--- src/rtl/fir_pkg.sv ---
// Shared types and helpers for the time-multiplexed FIR tap sequencer.
// Holds width defaults, FSM state encoding and ring-pointer arithmetic.
package fir_pkg;

  localparam int DW_DEF = 16;
  localparam int AW_DEF = 2 * DW_DEF + 7;

  typedef enum logic [1:0] {
    IDLE = 2'd0,
    MAC  = 2'd1,
    CAP  = 2'd2,
    OUT  = 2'd3
  } state_t;

  // (p - k) mod n for p, k < n, without a divider
  function automatic int unsigned ring_dec(
    input int unsigned p,
    input int unsigned k,
    input int unsigned n
  );
    return (p >= k) ? p - k : p + n - k;
  endfunction

endpackage

--- src/rtl/fir_sample_ring.sv ---
// Circular sample history: write port, wrapping write pointer, newest index.
// Ports: clk, rstn, we/wdata (write), k (tap age), rdata = buf[newest-k], newest.
module fir_sample_ring
  import fir_pkg::*;
#(
  parameter int NTAPS = 8,
  parameter int DW    = DW_DEF,
  localparam int IW   = $clog2(NTAPS)
) (
  input  logic          clk,
  input  logic          rstn,
  input  logic          we,
  input  logic [DW-1:0] wdata,
  input  logic [IW-1:0] k,
  output logic [DW-1:0] rdata,
  output logic [IW-1:0] newest
);

  logic [DW-1:0] mem [NTAPS];
  logic [IW-1:0] wr_ptr;
  logic [IW-1:0] rd_idx;

  assign rd_idx = IW'(ring_dec(32'(newest), 32'(k), NTAPS));
  assign rdata  = mem[rd_idx];

  always_ff @(posedge clk) begin
    if (!rstn) begin
      wr_ptr <= '0;
      newest <= '0;
      for (int i = 0; i < NTAPS; i++) mem[i] <= '0;
    end else if (we) begin
      mem[wr_ptr] <= wdata;
      newest      <= wr_ptr;
      // explicit wrap so NTAPS need not be a power of two
      wr_ptr <= (wr_ptr == IW'(NTAPS - 1)) ? '0 : wr_ptr + 1'b1;
    end
  end

endmodule

--- src/rtl/fir_tap_sequencer.sv ---
// FIR control stage feeding a single registered MAC one tap per cycle.
// Ports: coef_* bank write, s_* sample in, mac_* MAC link, m_* result out, busy.
module fir_tap_sequencer
  import fir_pkg::*;
#(
  parameter int NTAPS = 8,
  parameter int DW    = DW_DEF,
  parameter int AW    = AW_DEF,
  localparam int IW   = $clog2(NTAPS)
) (
  input  logic          clk,
  input  logic          rstn,
  input  logic          coef_we,
  input  logic [IW-1:0] coef_addr,
  input  logic [DW-1:0] coef_data,
  output logic          busy,
  input  logic          s_valid,
  output logic          s_ready,
  input  logic [DW-1:0] s_data,
  output logic [DW-1:0] mac_x,
  output logic [DW-1:0] mac_b,
  output logic [AW-1:0] mac_sum_in,
  input  logic [AW-1:0] mac_sum_out,
  output logic          m_valid,
  input  logic          m_ready,
  output logic [AW-1:0] m_data
);

  state_t        state;
  state_t        state_n;
  logic [IW-1:0] k;
  logic [DW-1:0] h [NTAPS];
  logic [AW-1:0] data_q;
  logic [DW-1:0] rdata;
  logic [IW-1:0] newest;
  logic          accept;
  logic          last;
  logic          in_mac;

  fir_sample_ring #(
    .NTAPS (NTAPS),
    .DW    (DW)
  ) u_ring (
    .clk    (clk),
    .rstn   (rstn),
    .we     (accept),
    .wdata  (s_data),
    .k      (k),
    .rdata  (rdata),
    .newest (newest)
  );

  assign last = (k == IW'(NTAPS - 1));

  always_comb begin
    state_n = state;
    unique case (state)
      IDLE: if (s_valid) state_n = MAC;
      MAC:  if (last) state_n = CAP;
      CAP:  state_n = OUT;
      OUT:  if (m_ready) state_n = IDLE;
      default: state_n = IDLE;
    endcase
  end

  // outputs are gated by rstn so they read zero during the reset cycle
  always_comb begin
    s_ready    = rstn && (state == IDLE);
    busy       = rstn && (state != IDLE);
    m_valid    = rstn && (state == OUT);
    m_data     = rstn ? data_q : '0;
    accept     = s_ready && s_valid;
    in_mac     = rstn && (state == MAC);
    mac_x      = '0;
    mac_b      = '0;
    mac_sum_in = '0;
    if (in_mac) begin
      mac_x = rdata;
      mac_b = h[k];
      if (k != '0) mac_sum_in = mac_sum_out;
    end
  end

  always_ff @(posedge clk) begin
    if (!rstn) begin
      state  <= IDLE;
      k      <= '0;
      data_q <= '0;
      for (int i = 0; i < NTAPS; i++) h[i] <= '0;
    end else begin
      state <= state_n;
      if (accept) k <= '0;
      else if (state == MAC && !last) k <= k + 1'b1;
      if (state == CAP) data_q <= mac_sum_out;
      if (coef_we && state == IDLE && 32'(coef_addr) < NTAPS)
        h[coef_addr] <= coef_data;
    end
  end

endmodule

--- config.mk ---
export PLATFORM = sky130hd
export DESIGN_NAME = fir_tap_sequencer
export DESIGN_NICKNAME = d
export VERILOG_FILES = /design/src/rtl/fir_pkg.sv /design/src/rtl/fir_sample_ring.sv /design/src/rtl/fir_tap_sequencer.sv
export SDC_FILE = /design/constraint.sdc
export NUM_CORES = 1
export LEC_CHECK = 0
export ABC_AREA = 1
export CAP_MARGIN = 20
export CORE_ASPECT_RATIO = 1.2
export CORE_UTILIZATION = 35
export DETAILED_ROUTE_END_ITERATION = 8
export SYNTH_ARGS = -nofsm -noshare
export SYNTH_HDL_FRONTEND = slang
export SYNTH_HIERARCHICAL = 1
export SYNTH_SLANG_ARGS = --single-unit
--- constraint.sdc ---
create_clock -name clk -period 5.8 [get_ports clk]
set_input_delay 0.58 -clock clk [delete_from_list [all_inputs] [get_ports clk]]
set_output_delay 0.58 -clock clk [all_outputs]
set_load 0.1 [all_outputs]
# Yosys cells after proc, flatten, opt, wreduce, memory -nomap -nowiden
# Memories as Yosys holds them, arrays and structs flattened. A register that Yosys moved wholly into a read port is not among the register bits.
# Cells that the tools add are included.
[totals]
regBits = 50
mem_bits_rw = 256
inputBits = 79
output_inout_bits = 113
elab_cells = 63
n_memories = 2
[mem_list]
columns = ["name", "words", "width", "rd", "rd_clocked_by_memory_dff", "write_ports", "line", "text"]
rows = [
  ["h", 8, 16, 1, 1, 8, "fir_tap_sequencer.sv:32", "logic [DW-1:0] h [NTAPS];"],
  ["u_ring.mem", 8, 16, 1, 0, 8, "fir_sample_ring.sv:19", "logic [DW-1:0] mem [NTAPS];"],
]
[op_classes]
add_sub_neg = 5
magnitude_cmp = 1
n_eq_ne = 8
muxes = 26
bitwise = 1
n_reduce_logical = 15
[op_table]
columns = ["operator", "n"]
rows = [
  ["two-way mux 39 bit", 3],
  ["two-way mux 16 bit", 4],
  ["OR reduction 16 bit", 2],
  ["two-way mux 3 bit", 6],
  ["adder 3 x 1 -> 3 bit, second input constant", 3],
  ["two-way mux 1 bit", 9],
  ["one-hot mux 2 bit (4 select lines)", 1],
  ["logical AND 1 bit", 7],
  ["== test 3 bit, second input constant", 2],
  ["two-way mux 2 bit", 3],
  ["inequality test 2 bit, second input constant", 3],
  ["subtractor 3 bit", 2],
  ["== test 2 bit, second input constant", 2],
  ["greater-or-equal comparator 3 bit", 1],
  ["AND reduction 3 bit", 1],
  ["nonzero test 3 bit", 1],
  ["== test 2 x 1 -> 1 bit, second input constant", 1],
  ["zero test 2 bit", 1],
  ["nonzero test 2 bit", 1],
  ["OR reduction 2 bit", 1],
  ["zero test 1 bit", 1],
  ["NOT 1 bit", 1],
]

# Depth between registers and ports, before layout
# Gate-level depths: netlist of run 1.
[depth]
ltp_word = 8
mapped_depth = 14
mapped_depth_nobuf = 13

# Cells and area by module
# The synthesis of run 1 kept the hierarchy.
[modules_own_cells]
columns = ["module", "instances", "cells_each", "area_each_um2", "seq_area_each_um2"]
rows = [
  ["fir_tap_sequencer", 1, 1165, 8938.6, 4784.6],
  ["fir_sample_ring", 1, 774, 6622.6, 3963.8],
]

# Least setup slack after synthesis of run 1
# Ideal clock, no wire load.
[synth_timing]
path_kind = "flip-flop to output port"
start = "register k[0]"
end = "output port mac_x[1]"
arrival_ps = 2962
required_time_ps = 5220
setup_slack_ps = 2258
stages_incl_launch_ff = 12
n_path_buf = 2
path_cell_list = "dfxtp_1 ha_1 inv_1 fa_1 buf_2 clkbuf_1 nand3_1 nand2_1 nand2_1 nand2_1 inv_1 nor2_1"
[synth_via]
elab_chain_cells = 4
elab_cells_between_ends = 6
classes_between = "add/sub (2); order compare (1); mux (2); memory (1)"
[synth_lines]
columns = ["item", "line", "text"]
rows = [
  ["from (decl)", "fir_tap_sequencer.sv:31", "logic [IW-1:0] k;"],
  ["from (signal assigned)", "fir_tap_sequencer.sv:93", "else if (state == MAC && !last) k <= k + 1'b1;"],
  ["subtractor 3 bit or greater-or-equal comparator 3 bit (tied branches)", "fir_pkg.sv:21", "return (p >= k) ? p - k : p + n - k;"],
  ["two-way mux 3 bit *", "fir_pkg.sv:21", ""],
  ["memory read (8 x 16 bit) *", "--", ""],
  ["via rdata[1]", "fir_tap_sequencer.sv:34", "logic [DW-1:0] rdata;"],
  ["two-way mux 16 bit *", "fir_tap_sequencer.sv:77", "if (in_mac) begin"],
  ["to (decl)", "fir_tap_sequencer.sv:20", "output logic [DW-1:0] mac_x,"],
]
# The timed path passes the listed nets; every way through them passes the cells marked *.

# Final worst setup path of run 1
[layout_timing]
start = "register k[0]"
end = "output port mac_x[8]"
# Same word-level chain as after synthesis.

==> flow_summary.yaml, run 1 <==
hold_path:
  hold_class: "flop to flop"
outcome:
  status: "complete, no violations"
critical_path:
  endpoint_kind: "primary output"
  critPathMaxStageDelay_ns: 1.17
  worstPathRequired_ns: 5.22
  critPathSlowestCell: "clkdlybuf4s50_1"
  crit_fanout: 33
  path_buf_inv: 5
  critPathArrivalTime_ns: 4.29
  worstSetupPathType: "flop to primary output"
  worstSetupStartpointType: "flop"
  path_cells: "ha_2 -> inv_1 -> fa_1 -> buf_4 -> inv_1 -> nand3_1 -> nand2_1 -> nand2_1 -> nand2_1 -> inv_1 -> nor2_1 -> clkdlybuf4s50_1"
  cp_top_family: "buffers and inverters"
power:
  p_leak_nw: 8.90
  ir_drop_v: 0.000203
  p_int_mw: 4.48
  power_frac_comb: 0.346
  pwr-share-clk: 0.291
  powerDensity_mw_per_mm2: 392
  swShare: 0.392
  power.net_switching_mw: 2.89
  power.total_mw: 7.36
  p_seq_frac: 0.362
die:
  die_w_um: 194
  die-area_mm2: 0.0453
  core_area_mm2: 0.0438
  start_util: 0.355
  std_cell_rows: 84
  io_pins: 192
  die_y_um: 233
final_layout:
  synthToLayoutAreaGrowth_pct: 20.8
  n_fill_cell: 4355
  final_layout_size_suffix_gt1_frac: 0.0724
  layout.nets: 2179
  diodes: 0
synth:
  yosysSeqAreaShare: 0.562
  yosys_warnings: 6
  netlist_area_mm2: 0.0156
  synth_edf_count: 256
  synth_seq_cells: 309
  synthCells: 1939
  async_reset_ff_frac: 0
  synth_nets: 2030
  avgSynthCellArea_um2: 8.03
  synthFlopType: "edfxtp_1"
  synth.distinct_cells: 25
clock_tree:
  cts_resized: 0
  cts_tree: "yes"
  insertion_delay_ns: 0.55
  clk_pin_slew_worst_paths_ns: 0.06
  post-cts-setup-buffers: 0
  htree_levels: 2
  cts_hold_buf: 0
  cts_sinks: 309
  cts_buffers: 34
  root_buffer: "clkbuf_16"
  clk_path_buf_depth: 3
sta:
  fin_skew_ns: 0.0233
  whs_ns: 0.484
  max_slew_margin: 0.302
  fin_ws_ns: 0.934
  tightest_slew_ns: 1.05
  maxSlewViolCount: 0
  rsz0062_at_grt: "no"
  max_freq_mhz: 206
  fin_setup_tns_ns: 0
  final.min_clock_period_ns: 4.87
  setup_viol: 0
  finalHoldViolCount: 0
  fin_crit_sh: 0.839
global_routing:
  antenna_found_initial: 0
  grt_first_pass_wirelength_um: 63600
  grt_max_degree: 70
  overflow: 0
  track_usage: 0.178
  grt_pass1_vias: 11900
drt:
  drc: 0
  routed_via_density: 4.66
  ant_nets: 0
  routedWlPerCell_um: 15.2
  first_iter_violations: 782
  routed_wl_um: 40700
  num_vias: 12500
  drt_first_pass_iters: 5
place:
  place_ws_ns: 1.47
  port_buffers: 191
  hpwl_um: 26200
  routabilityCongestion: 0.860
flow_run:
  drv_cap: 0
[metal layers]
layer | GRT usage | wire [um] | share of wire
met5 | 0 | 0 | 0
met4 | 0.0670 | 1070 | 0.026
met3 | 0.0257 | 2060 | 0.051
met2 | 0.318 | 20500 | 0.50
met1 | 0.216 | 17100 | 0.42
[cell usage in the layout, fill, tap and decap left out]
cell type,n
a21oi_1,7
buf_12,1
buf_16,3
buf_4,64
bufinv_16,2
clkbuf_1,11
clkbuf_16,34
clkbuf_8,3
clkdlybuf4s50_1,135
clkinv_1,3
clkinv_16,1
clkinv_2,4
clkinvlp_4,1
dfxtp_1,52
dfxtp_2,1
edfxtp_1,256
fa_1,1
ha_1,10
ha_2,1
inv_1,373
inv_16,1
inv_2,4
inv_6,1
nand2_1,493
nand2_2,8
nand2_4,9
nand3_1,148
nand4_1,1
nor2_1,424
nor2_2,10
nor2_4,2
nor2_8,2
nor3_1,1
o21ai_0,42
o22ai_1,3
or2_2,1
[cells by family after synthesis]
group / share of synthesized area
fa+ha+maj: 0.0101
simple gates: 0.288
compound gates: 0.0170
buf+inv: 0.123
flops: 0.562
[tightest hold or removal path: stages, from the launching register on]
cell,delay [ns]
dfxtp_1,0.30
inv_1,0.06
o22ai_1,0.07
[Yosys cell counts (3+ instances only)]
cell	n	area (um2)
inv_2	4	15.0
buf_2	33	165
buf_1	3	11.3
nand3_1	148	741
o22ai_1	3	18.8
o21ai_0	42	210
nand2_4	9	101
inv_1	373	1400
clkbuf_1	38	143
buf_6	15	169
a21oi_1	7	35.0
nor2_2	9	56.3
dfxtp_1	53	1060
nand2_2	8	50.1
nor2_1	425	1600
nand2_1	493	1850
ha_1	11	138
edfxtp_1	256	7690
[final cells by class]
class                           instances  area (um2)  area share
Clock buffer                           48         933      0.0497
Multi-Input combinational cell       1163        4900       0.261
Inverter                              377        1420      0.0753
Sequential cell                       309        8750       0.466
Tap cell                              559         699      0.0372
Timing Repair Buffer                  203        1930       0.103
Clock inverter                         13         158     0.00839
[through the flow]
step | std cells | area [um2] | util
2_1_floorplan | 1939 | 15600 | -
3_3_place_gp | 2607 | 17600 | 0.402
3_5_place_dp | 2610 | 17700 | 0.403
4_1_cts | 2671 | 18800 | 0.428
5_1_grt | 2672 | 18800 | 0.429
6_report | 2672 | 18800 | 0.429
[power groups by stage]
stage                     clock network [mW]  logic, mW  registers (mW)
after global routing                    2.28       2.79            2.69
after floorplan                            0       1.91            2.69
after CTS                               2.20       2.56            2.67
after detailed placement                   0       2.55            2.72
final                                   2.15       2.55            2.67
after global placement                     0       2.49            2.71
[flip-flops by register name, summed over array words and instances (netlist names), named ones only]
name           cells
u_ring/wr_ptr      3
u_ring/newest      3
state              2
data_q            39
h                128
k                  3
u_ring/mem       128
[worst paths after layout]
kind | slack [ns] | from | to | depth (start not counted)
worst max register to register | 2.76 | state[0] | u_ring/mem[0][7] | 8
worst min-delay path | 0.48 | u_ring/newest[0] | u_ring/newest[0] | 2
worst max-delay path | 0.93 | k[0] | mac_x[8] | 12
worst min register to register | 0.48 | u_ring/newest[0] | u_ring/newest[0] | 2
(Power assumes the default switching activity.)
==> run 2, diff against run 1 <==
==> constraint.sdc (replaced) <==
create_clock -name clk -period 3.94 [get_ports clk]
set_input_delay 0.394 -clock clk [delete_from_list [all_inputs] [get_ports clk]]
set_output_delay 0.394 -clock clk [all_outputs]
set_load 0.1 [all_outputs]
==> run 2 against run 1 <==
  * Combinational power rose by 55%
  * Hold slack got worse by 0.25 ns
  * Via count rose by 0.32%
  * Cell count rose by 0.60%
  * Flip-flop and latch count did not move
  * Non-clock buffer count rose by 13
  * Critical endpoint is now mac_x[7]
==> flow_summary.yaml, run 2 (synthesis results as in run 1) <==
drt:
  routed_wl_um: 41700
  ant_nets: 0
  routedWlPerCell_um: 15.5
  routed_via_density: 4.65
  first_iter_violations: 724
  drc: 0
  drt_first_pass_iters: 5
  num_vias: 12500
power:
  powerDensity_mw_per_mm2: 567
  p_leak_nw: 9.28
  ir_drop_v: 0.000450
sta:
  fin_ws_ns: 0.269
  maxSlewViolCount: 0
  finalHoldViolCount: 0
  fin_crit_sh: 0.932
  setup_viol: 0
  fin_setup_tns_ns: 0
  fin_skew_ns: 0.0257
  rsz0062_at_grt: "no"
  final.min_clock_period_ns: 3.67
  tightest_slew_ns: 1.08
  max_freq_mhz: 272
  max_slew_margin: 0.280
place:
  dp_cells: 2624
  place_ws_ns: 0.820
  hpwl_um: 26900
  placed_cell_area_mm2: 0.0185
  routabilityCongestion: 0.848
  port_buffers: 191
clock_tree:
  root_buffer: "clkbuf_16"
  clk_path_buf_depth: 3
  htree_levels: 2
  cts_tree: "yes"
  cts_resized: 0
  clk_pin_slew_worst_paths_ns: 0.06
  post-cts-setup-buffers: 0
  insertion_delay_ns: 0.53
  cts_sinks: 309
  cts_hold_buf: 0
  cts_buffers: 35
critical_path:
  worstPathRequired_ns: 3.55
  crit_fanout: 18
  cpMostUsedCell: "nand2_1"
  worstSetupPathType: "flop to primary output"
  critPathSlowestCell: "fa_1"
  worstSetupStartpointType: "flop"
  critPathMaxStageDelay_ns: 0.95
  critPathArrivalTime_ns: 3.28
  path_cells: "ha_2 -> inv_1 -> fa_1 -> buf_4 -> nand3_1 -> nand2_1 -> nand2_1 -> nand2_1 -> inv_1 -> nor2_1 -> buf_12"
  endpoint_kind: "primary output"
die:
  core_area_mm2: 0.0438
  die_y_um: 233
  io_pins: 192
  std_cell_rows: 84
  die-area_mm2: 0.0453
  die_w_um: 194
  start_util: 0.355
final_layout:
  final_layout_size_suffix_gt1_frac: 0.107
  final_cells: 2688
  ff_latch_area_mm2: 0.00875
  multi_input_area_mm2: 0.00490
  final_common_cell: "nand2_1"
  diodes: 0
  post-route-util: 0.448
  layout.nets: 2193
  synthToLayoutAreaGrowth_pct: 26.3
  final_cell_mix: "nand2_1 (493), nor2_1 (424), inv_1 (373)"
  largestRegisters: "h x128, u_ring/mem x128, data_q x39"
  design_area_mm2: 0.0196
  n_fill_cell: 4285
global_routing:
  met2_usage: 0.326
  track_usage: 0.181
  gr-usage-met3: 0.0348
  antenna_found_initial: 1
  grt_use_met1: 0.215
  grt_max_degree: 81
  grt_pass1_vias: 12000
  grt.busiest_layer: "met2"
  overflow: 0
  grt_first_pass_wirelength_um: 64500
hold_path:
  hold_class: "input port to flop"
flow_run:
  drv_cap: 0
outcome:
  status: "complete, no violations"
run 2: changes by cell type in the layout (fill, tap and decap cells not counted), moves of 2 or more:
cell and change:
buf_12 +70, clkbuf_1 -2, clkbuf_8 -2, clkdlybuf4s50_1 -58, buf_4 +2, clkinv_1 +2
run 2: final cells by class:
| cell class | instances | share of cell area |
|---|---|---|
| sequential | 309 | 0.445 |
| multi-input combinational | 1163 | 0.249 |
| timing repair buffer | 216 | 0.140 |
| inverter | 377 | 0.0720 |
| clock buffer | 46 | 0.0474 |
| tap | 559 | 0.0356 |
| clock inverter | 18 | 0.0106 |
run 2: final timing paths:
check | start | end | slack (ns) | depth (start not counted)
worst max-delay path | k[0] | mac_x[7] | 0.27 | 11
worst min-delay path | rstn | state[1] | 0.24 | 3
worst max register to register | state[0] | u_ring/mem[6][14] | 1.24 | 8
worst min register to register | u_ring/newest[0] | u_ring/newest[0] | 0.49 | 2
run 2: metal layers:
layer,share of wire,routed length (um)
met3,0.060,2510
met4,0.024,985
met2,0.50,20900
met5,0.00031,13
met1,0.41,17300
run 2: stage by stage:
step                      hold WS [ns]  total power [mW]
after global routing             0.248              11.7
after detailed placement         0.480              7.96
after CTS                        0.207              11.2
after floorplan                  0.450              6.78
final                            0.238              11.1
after global placement           0.472              7.89
run 2: critical path: cells and delay by family, from the launching register on:
family        cells  cell delay (ns)
fa+ha+maj         2             1.13
simple gates      5             0.54
flops             1             0.38
buf+inv           4             0.65
run 2: report_power, final:
part / leakage, nW / switching [mW] / internal (mW)
clock network: 0.547 / 1.37 / 1.89
logic: 5.65 / 2.85 / 1.10
registers: 3.08 / 0.107 / 3.82
total: 9.28 / 4.33 / 6.81
